==> config.mk <==
export PLATFORM = sky130hd
export DESIGN_NAME = alu_pipe
export DESIGN_NICKNAME = d
export VERILOG_FILES = /design/src/rtl/alu_pipe.sv
export SDC_FILE = /design/constraint.sdc
export NUM_CORES = 1
export LEC_CHECK = 0
export CORE_UTILIZATION = 55
export DETAILED_ROUTE_END_ITERATION = 10
export PLACE_DENSITY = 0.85
export SYNTH_ARGS = -nofsm -noshare
export SYNTH_HDL_FRONTEND = slang
export SYNTH_SLANG_ARGS = --single-unit
==> constraint.sdc <==
create_clock -name clk -period 7.2 [get_ports clk]
set_input_delay 1.44 -clock clk [delete_from_list [all_inputs] [get_ports clk]]
set_output_delay 1.44 -clock clk [all_outputs]
set_load 0.01 [all_outputs]
==> src/rtl/alu_pipe.sv <==
// WIDTH-bit pipelined ALU: single-cycle logic/arithmetic ops with a registered result,
// plus an iterative shift-add multiplier, behind valid/ready handshakes on both sides.
module alu_pipe #(
  parameter int WIDTH = 32
) (
  input  logic             clk,
  input  logic             rst_n,
  input  logic             in_valid,
  output logic             in_ready,
  input  logic [WIDTH-1:0] a,
  input  logic [WIDTH-1:0] b,
  input  logic [3:0]       op,
  output logic             out_valid,
  input  logic             out_ready,
  output logic [WIDTH-1:0] result,
  output logic             zero,
  output logic             ovf,
  output logic [1:0]       state_dbg
);

  // Handshake: a transfer happens on a rising edge where valid && ready are both 1.
  // The source holds a/b/op while in_valid && !in_ready; the result holds while
  // out_valid && !out_ready.

  localparam int CW = $clog2(WIDTH + 1);

  localparam logic [3:0] OP_AND = 4'b0000;
  localparam logic [3:0] OP_OR  = 4'b0001;
  localparam logic [3:0] OP_ADD = 4'b0010;
  localparam logic [3:0] OP_SUB = 4'b0110;
  localparam logic [3:0] OP_SLT = 4'b0111;
  localparam logic [3:0] OP_NOR = 4'b1100;
  localparam logic [3:0] OP_MUL = 4'b1000;

  typedef enum logic [1:0] {
    IDLE = 2'd0,
    BUSY = 2'd1,
    FULL = 2'd2
  } state_t;

  state_t state, state_next;

  logic               accept;
  logic               is_mul;
  logic               mul_done;
  logic               b_inv;
  logic [WIDTH-1:0]   b_eff;
  logic [WIDTH-1:0]   sum;
  logic               cout;
  logic [WIDTH-1:0]   low_sum;
  logic               add_ovf;
  logic [WIDTH-1:0]   alu_res;
  logic               alu_ovf;

  logic [2*WIDTH-1:0] mcand;
  logic [WIDTH-1:0]   mplier;
  logic [2*WIDTH-1:0] acc;
  logic [2*WIDTH-1:0] acc_next;
  logic [CW-1:0]      cnt;

  assign accept   = in_valid && in_ready;
  assign is_mul   = (op == OP_MUL);
  assign mul_done = (state == BUSY) && (cnt == CW'(1));

  // State register
  always_ff @(posedge clk or negedge rst_n) begin
    if (!rst_n) state <= IDLE;
    else        state <= state_next;
  end

  // Next-state logic
  always_comb begin
    state_next = state;
    case (state)
      IDLE:    if (in_valid) state_next = is_mul ? BUSY : FULL;
      BUSY:    if (mul_done) state_next = FULL;
      FULL: begin
        if (out_ready) begin
          if (in_valid) state_next = is_mul ? BUSY : FULL;
          else          state_next = IDLE;
        end
      end
      default: state_next = IDLE;
    endcase
  end

  // Output logic
  always_comb begin
    in_ready  = (state == IDLE) || ((state == FULL) && out_ready);
    out_valid = (state == FULL);
    state_dbg = state;
  end

  // One shared adder; the carry into the MSB comes from the low WIDTH-1 bits.
  always_comb begin
    b_inv         = (op == OP_SUB) || (op == OP_SLT);
    b_eff         = b_inv ? ~b : b;
    {cout, sum}   = {1'b0, a} + {1'b0, b_eff} + (WIDTH+1)'(b_inv);
    low_sum       = {1'b0, a[WIDTH-2:0]} + {1'b0, b_eff[WIDTH-2:0]} + WIDTH'(b_inv);
    add_ovf       = low_sum[WIDTH-1] ^ cout;
  end

  always_comb begin
    alu_res = '0;
    alu_ovf = 1'b0;
    case (op)
      OP_AND: alu_res = a & b;
      OP_OR:  alu_res = a | b;
      OP_NOR: alu_res = ~(a | b);
      OP_ADD: begin alu_res = sum; alu_ovf = add_ovf; end
      OP_SUB: begin alu_res = sum; alu_ovf = add_ovf; end
      OP_SLT: alu_res = {{(WIDTH-1){1'b0}}, sum[WIDTH-1] ^ add_ovf};
      default: alu_res = '0;
    endcase
  end

  assign acc_next = mplier[0] ? (acc + mcand) : acc;

  // Datapath: output register and multiplier iteration state
  always_ff @(posedge clk or negedge rst_n) begin
    if (!rst_n) begin
      result <= '0;
      zero   <= 1'b0;
      ovf    <= 1'b0;
      mcand  <= '0;
      mplier <= '0;
      acc    <= '0;
      cnt    <= '0;
    end else if (accept) begin
      if (is_mul) begin
        mcand  <= {{WIDTH{1'b0}}, a};
        mplier <= b;
        acc    <= '0;
        cnt    <= CW'(WIDTH);
      end else begin
        result <= alu_res;
        zero   <= (alu_res == '0);
        ovf    <= alu_ovf;
      end
    end else if (state == BUSY) begin
      acc    <= acc_next;
      mcand  <= mcand << 1;
      mplier <= mplier >> 1;
      cnt    <= cnt - CW'(1);
      if (mul_done) begin
        result <= acc_next[WIDTH-1:0];
        zero   <= (acc_next[WIDTH-1:0] == '0);
        ovf    <= |acc_next[2*WIDTH-1:WIDTH];
      end
    end
  end

endmodule

==> key figures <==
Clocking
  – Hold-fix buffer count after cts: 0
  – Reg clk slew, reported paths: 0.06 ns
  – Total CTS buffers: 24
  – CTS tree: built
  – CTS root buffer: clkbuf_16
  – Cts repair resizes: 0
  – Worst-skew pair later-pin latency: 0.54 ns
  – Clock Sinks: 202
  – Depth of the CTS H-tree: 1
  – Post-CTS Setup Bufs: 0
  – CTS Buffer Depth: 3

STA
  – Slew Limit Fails: 0
  – Tcrit/Tclk final: 0.799
  – Final Hold Fails: 0
  – Setup TNS: 0 ns
  – Achievable Freq: 174 MHz
  – Final setup viols: 0
  – Relative slew slack: 0.214
  – RSZ-0062 raised after global routing: no
  – Fin Clk Skew: 0.0198 ns
  – Worst slew pin tran: 1.17 ns
  – Worst hold slack: 0.476 ns
  – Crit path time final: 5.75 ns

Pwr
  – Sw Pwr: 3.48 mW
  – Seq pwr share: 0.284
  – Internal: 3.96 mW
  – Static leakage: 8.02 nW
  – Switching share of power: 0.468
  – VDD IR max: 0.212 mV
  – Clock Power Share: 0.157
  – PD cells: 406 nW/µm²
  – Combinational share of power: 0.559
  – Tot Pwr: 7.44 mW

Worst setup path
  – Critical R2R Capture: ovf
  – Worst endpoint required time: 7.65 ns
  – Highest net fanout along the worst path: 16
  – RR Startpoint: mcand[0]
  – R2R cell count: 14
  – Crit. End Element: flip-flop
  – Crit path DAT: 6.20 ns
  – Crit path launch type: input pin
  – FF-to-FF setup slack: 1.96 ns
  – Critical path type: input pin to flip-flop

Global routing
  – First-pass GRT wire length: 82,700 µm
  – Initial antenna violation count: 2
  – Number of global-route vias before repair: 15,784
  – Largest net degree at the start of global routing: 97
  – Remaining global-route overflow: 0
  – Total Routing Usage GR: 0.334

Run status
  – Run status: finished, final reports clean

Cells and area
  – Area growth syn-to-layout: 12.5%
  – Post-layout nets: 2,250
  – Fillers: 2,455
  – Final cell utilization of the core: 0.634
  – Share of layout cells above drive strength 1: 0.0483

Synth
  – Seq/Total Area, Yosys: 0.310
  – Synthesis-stage register bit count: 202
  – Post-synthesis cell area: 16,300 µm²
  – Synth unique cells: 88
  – Post-Syn Instances: 2,051
  – Dominant synthesized flop cell: dfrtp_1
  – Post-synth net total: 2,223
  – Yosys warning count: 0
  – Synth async-reset ratio: 1.00
  – Syn Area/Cell: 7.95 µm²
  – Number of synthesized flops with an enable pin: 0

Routing
  – DRT iter0 DRCs: 1,464
  – Vias/cell: 6.50
  – DRC Markers: 0
  – DR pass1 iterations: 6
  – DRT antenna net count: 0
  – Via Count: 16,082
  – Final WL: 50,100 µm
  – WL/cell: 20.3 µm

Placement
  – Number of I/O port buffers: 109
  – Routability cong.: 0.983
  – Detailed Place HPWL: 36,800 µm

Die
  – Die W: 174 µm
  – Initial Util: 0.563
  – Row count: 62
  – Height of the die: 174 µm
  – Io pins: 110
  – Die area: 30,300 µm²
  – Core Region: 28,900 µm²

Worst hold path
  – Hold Path Class: flip-flop to flip-flop
  – Worst hold path depth: 2
  – Min-delay src: result[28]
  – Worst Hold End: result[28]

Job
  – Reported max-cap violation count: 0
## registers in the layout (all words and copies together), names as in the netlist
name and count:
cnt 6, mplier 32, ovf 1, result 32
zero 1, acc 64, state_dbg 2, mcand 64
## power groups by stage
stage	logic [mW]	clock network (mW)	registers, mW
floorplan	2.97	0	1.98
global placement	3.94	0	2.09
detailed placement	4.04	0	2.11
CTS	4.08	1.18	2.11
global route	4.61	1.23	2.18
finish	4.16	1.17	2.11
## worst max path at each step
| stage | startpoint | to | slack (ns) | cells after the start |
|---|---|---|---|---|
| 2_1_floorplan | op[3] | zero | 1.93 | 18 |
| 3_3_place_gp | op[3] | zero | 1.0 | 16 |
| 3_5_place_dp | op[3] | zero | 0.96 | 16 |
| 4_1_cts | op[3] | zero | 1.51 | 16 |
| 5_1_grt | op[3] | zero | 1.04 | 16 |
| 6_report | op[3] | zero | 1.45 | 16 |
## cell families (layout without fill, tap and decap cells)
group / count (synthesis) / count (layout) / synth area share
multiplexers: 72 / 72 / 0.0451
other: 0 / 1 / 0
AO/OA/AOI/OAI: 682 / 682 / 0.270
AND/OR/NAND/NOR: 732 / 732 / 0.204
buffers and inverters: 164 / 204 / 0.0394
flip-flops: 202 / 202 / 0.310
XOR/XNOR: 99 / 99 / 0.0532
adder cells (fa/ha/maj): 100 / 100 / 0.0777
## placed cells by master (no fill, tap or decap), types with 7 or more instances in the layout
| cell type | instances |
|---|---|
| nand4_1 | 31 |
| o21a_1 | 16 |
| a221oi_1 | 11 |
| a22oi_1 | 45 |
| mux2i_1 | 61 |
| and4_1 | 7 |
| clkbuf_16 | 24 |
| and3_1 | 10 |
| a21boi_0 | 8 |
| xor2_1 | 32 |
| nand2_1 | 379 |
| o2111ai_1 | 22 |
| a211oi_1 | 16 |
| o21bai_1 | 15 |
| nor2b_1 | 8 |
| inv_1 | 34 |
| a21oi_1 | 139 |
| nor4_1 | 18 |
| dfrtp_1 | 201 |
| a221o_1 | 7 |
| a21o_1 | 46 |
| o211ai_1 | 10 |
| o21ai_0 | 222 |
| or3_1 | 19 |
| ha_1 | 98 |
| nor2_1 | 88 |
| o311ai_0 | 19 |
| buf_4 | 21 |
| mux2_2 | 11 |
| nand2b_1 | 8 |
| clkdlybuf4s50_1 | 108 |
| nand3_1 | 80 |
| a31oi_1 | 21 |
| nor3_1 | 44 |
| o31ai_1 | 13 |
| xnor2_1 | 67 |
## layout make-up
| cell class | instances | area (µm²) | area share |
|---|---|---|---|
| multi-input combinational | 1685 | 10700 | 0.582 |
| sequential | 202 | 5060 | 0.276 |
| timing repair buffer | 130 | 1250 | 0.0683 |
| clock buffer | 34 | 678 | 0.0370 |
| tap | 384 | 480 | 0.0262 |
| inverter | 35 | 131 | 0.00717 |
| clock inverter | 5 | 63.8 | 0.00348 |
| antenna | 1 | 2.50 | 0.000136 |
## cells in the mapped netlist (4+ instances only)
cell / instances / area, µm²
a221o_1: 7 / 70.1
a21boi_0: 8 / 60.1
dfrtp_1: 202 / 5050
a211o_1: 5 / 43.8
nand3_1: 80 / 400
ha_1: 98 / 1230
a2111oi_0: 5 / 43.8
nor3_1: 44 / 220
nor2_1: 91 / 342
o21ai_0: 222 / 1110
buf_2: 8 / 40.0
and3_1: 10 / 62.6
mux2i_1: 61 / 611
inv_1: 34 / 128
clkbuf_1: 108 / 405
a21o_1: 46 / 345
xor2_1: 32 / 280
mux2_2: 11 / 124
o2111ai_1: 22 / 193
o211ai_1: 10 / 75.1
a22oi_1: 46 / 345
o21a_1: 16 / 120
a31oi_1: 21 / 131
nand3b_1: 5 / 37.5
nor3b_1: 4 / 30.0
a21oi_1: 139 / 696
o21bai_1: 15 / 113
nor2b_1: 9 / 56.3
buf_1: 10 / 37.5
o311ai_0: 19 / 166
o21ai_1: 5 / 25.0
or3_1: 19 / 119
a211oi_1: 16 / 120
o31ai_1: 13 / 97.6
and2_1: 6 / 37.5
nand2b_1: 9 / 56.3
nor4_1: 19 / 119
a32oi_1: 5 / 43.8
xnor2_1: 67 / 587
a221oi_1: 11 / 96.3
nand2_1: 379 / 1420
nand4_1: 31 / 194
and4_1: 7 / 61.3
## stage by stage
| step | instance area [µm²] | std cells | setup slack, ns |
|---|---|---|---|
| finish | 18300 | 2476 | 1.45 |
| CTS | 18300 | 2475 | 1.51 |
| detailed placement | 17600 | 2436 | 0.956 |
| global placement | 17600 | 2436 | 0.999 |
| global route | 18300 | 2475 | 1.04 |
| floorplan | 16300 | 2051 | 1.93 |
## routing by layer
metal,up-vias,global-route usage,share of wire
met1,7715,0.443,0.43
met4,2,0.127,0.037
met2,638,0.544,0.46
met3,120,0.0575,0.074
li1,7607,-,-
met5,-,0,0.00026
## worst max-delay path, cell delays in order
cell             delay [ns]
clkdlybuf4s50_1        0.56
nand3b_4               0.41
xnor2_1                0.26
fa_1                   0.44
a21o_1                 0.18
a31o_2                 0.27
a21oi_1                0.28
o21ai_0                0.25
xor2_1                 0.21
a2111oi_0              0.42
nand4_1                0.18
nor4_1                 0.49
nand4_1                0.17
nor4_1                 0.28
nand4_1                0.15
o31ai_2                0.18
Power figures use the tool's default switching activity.
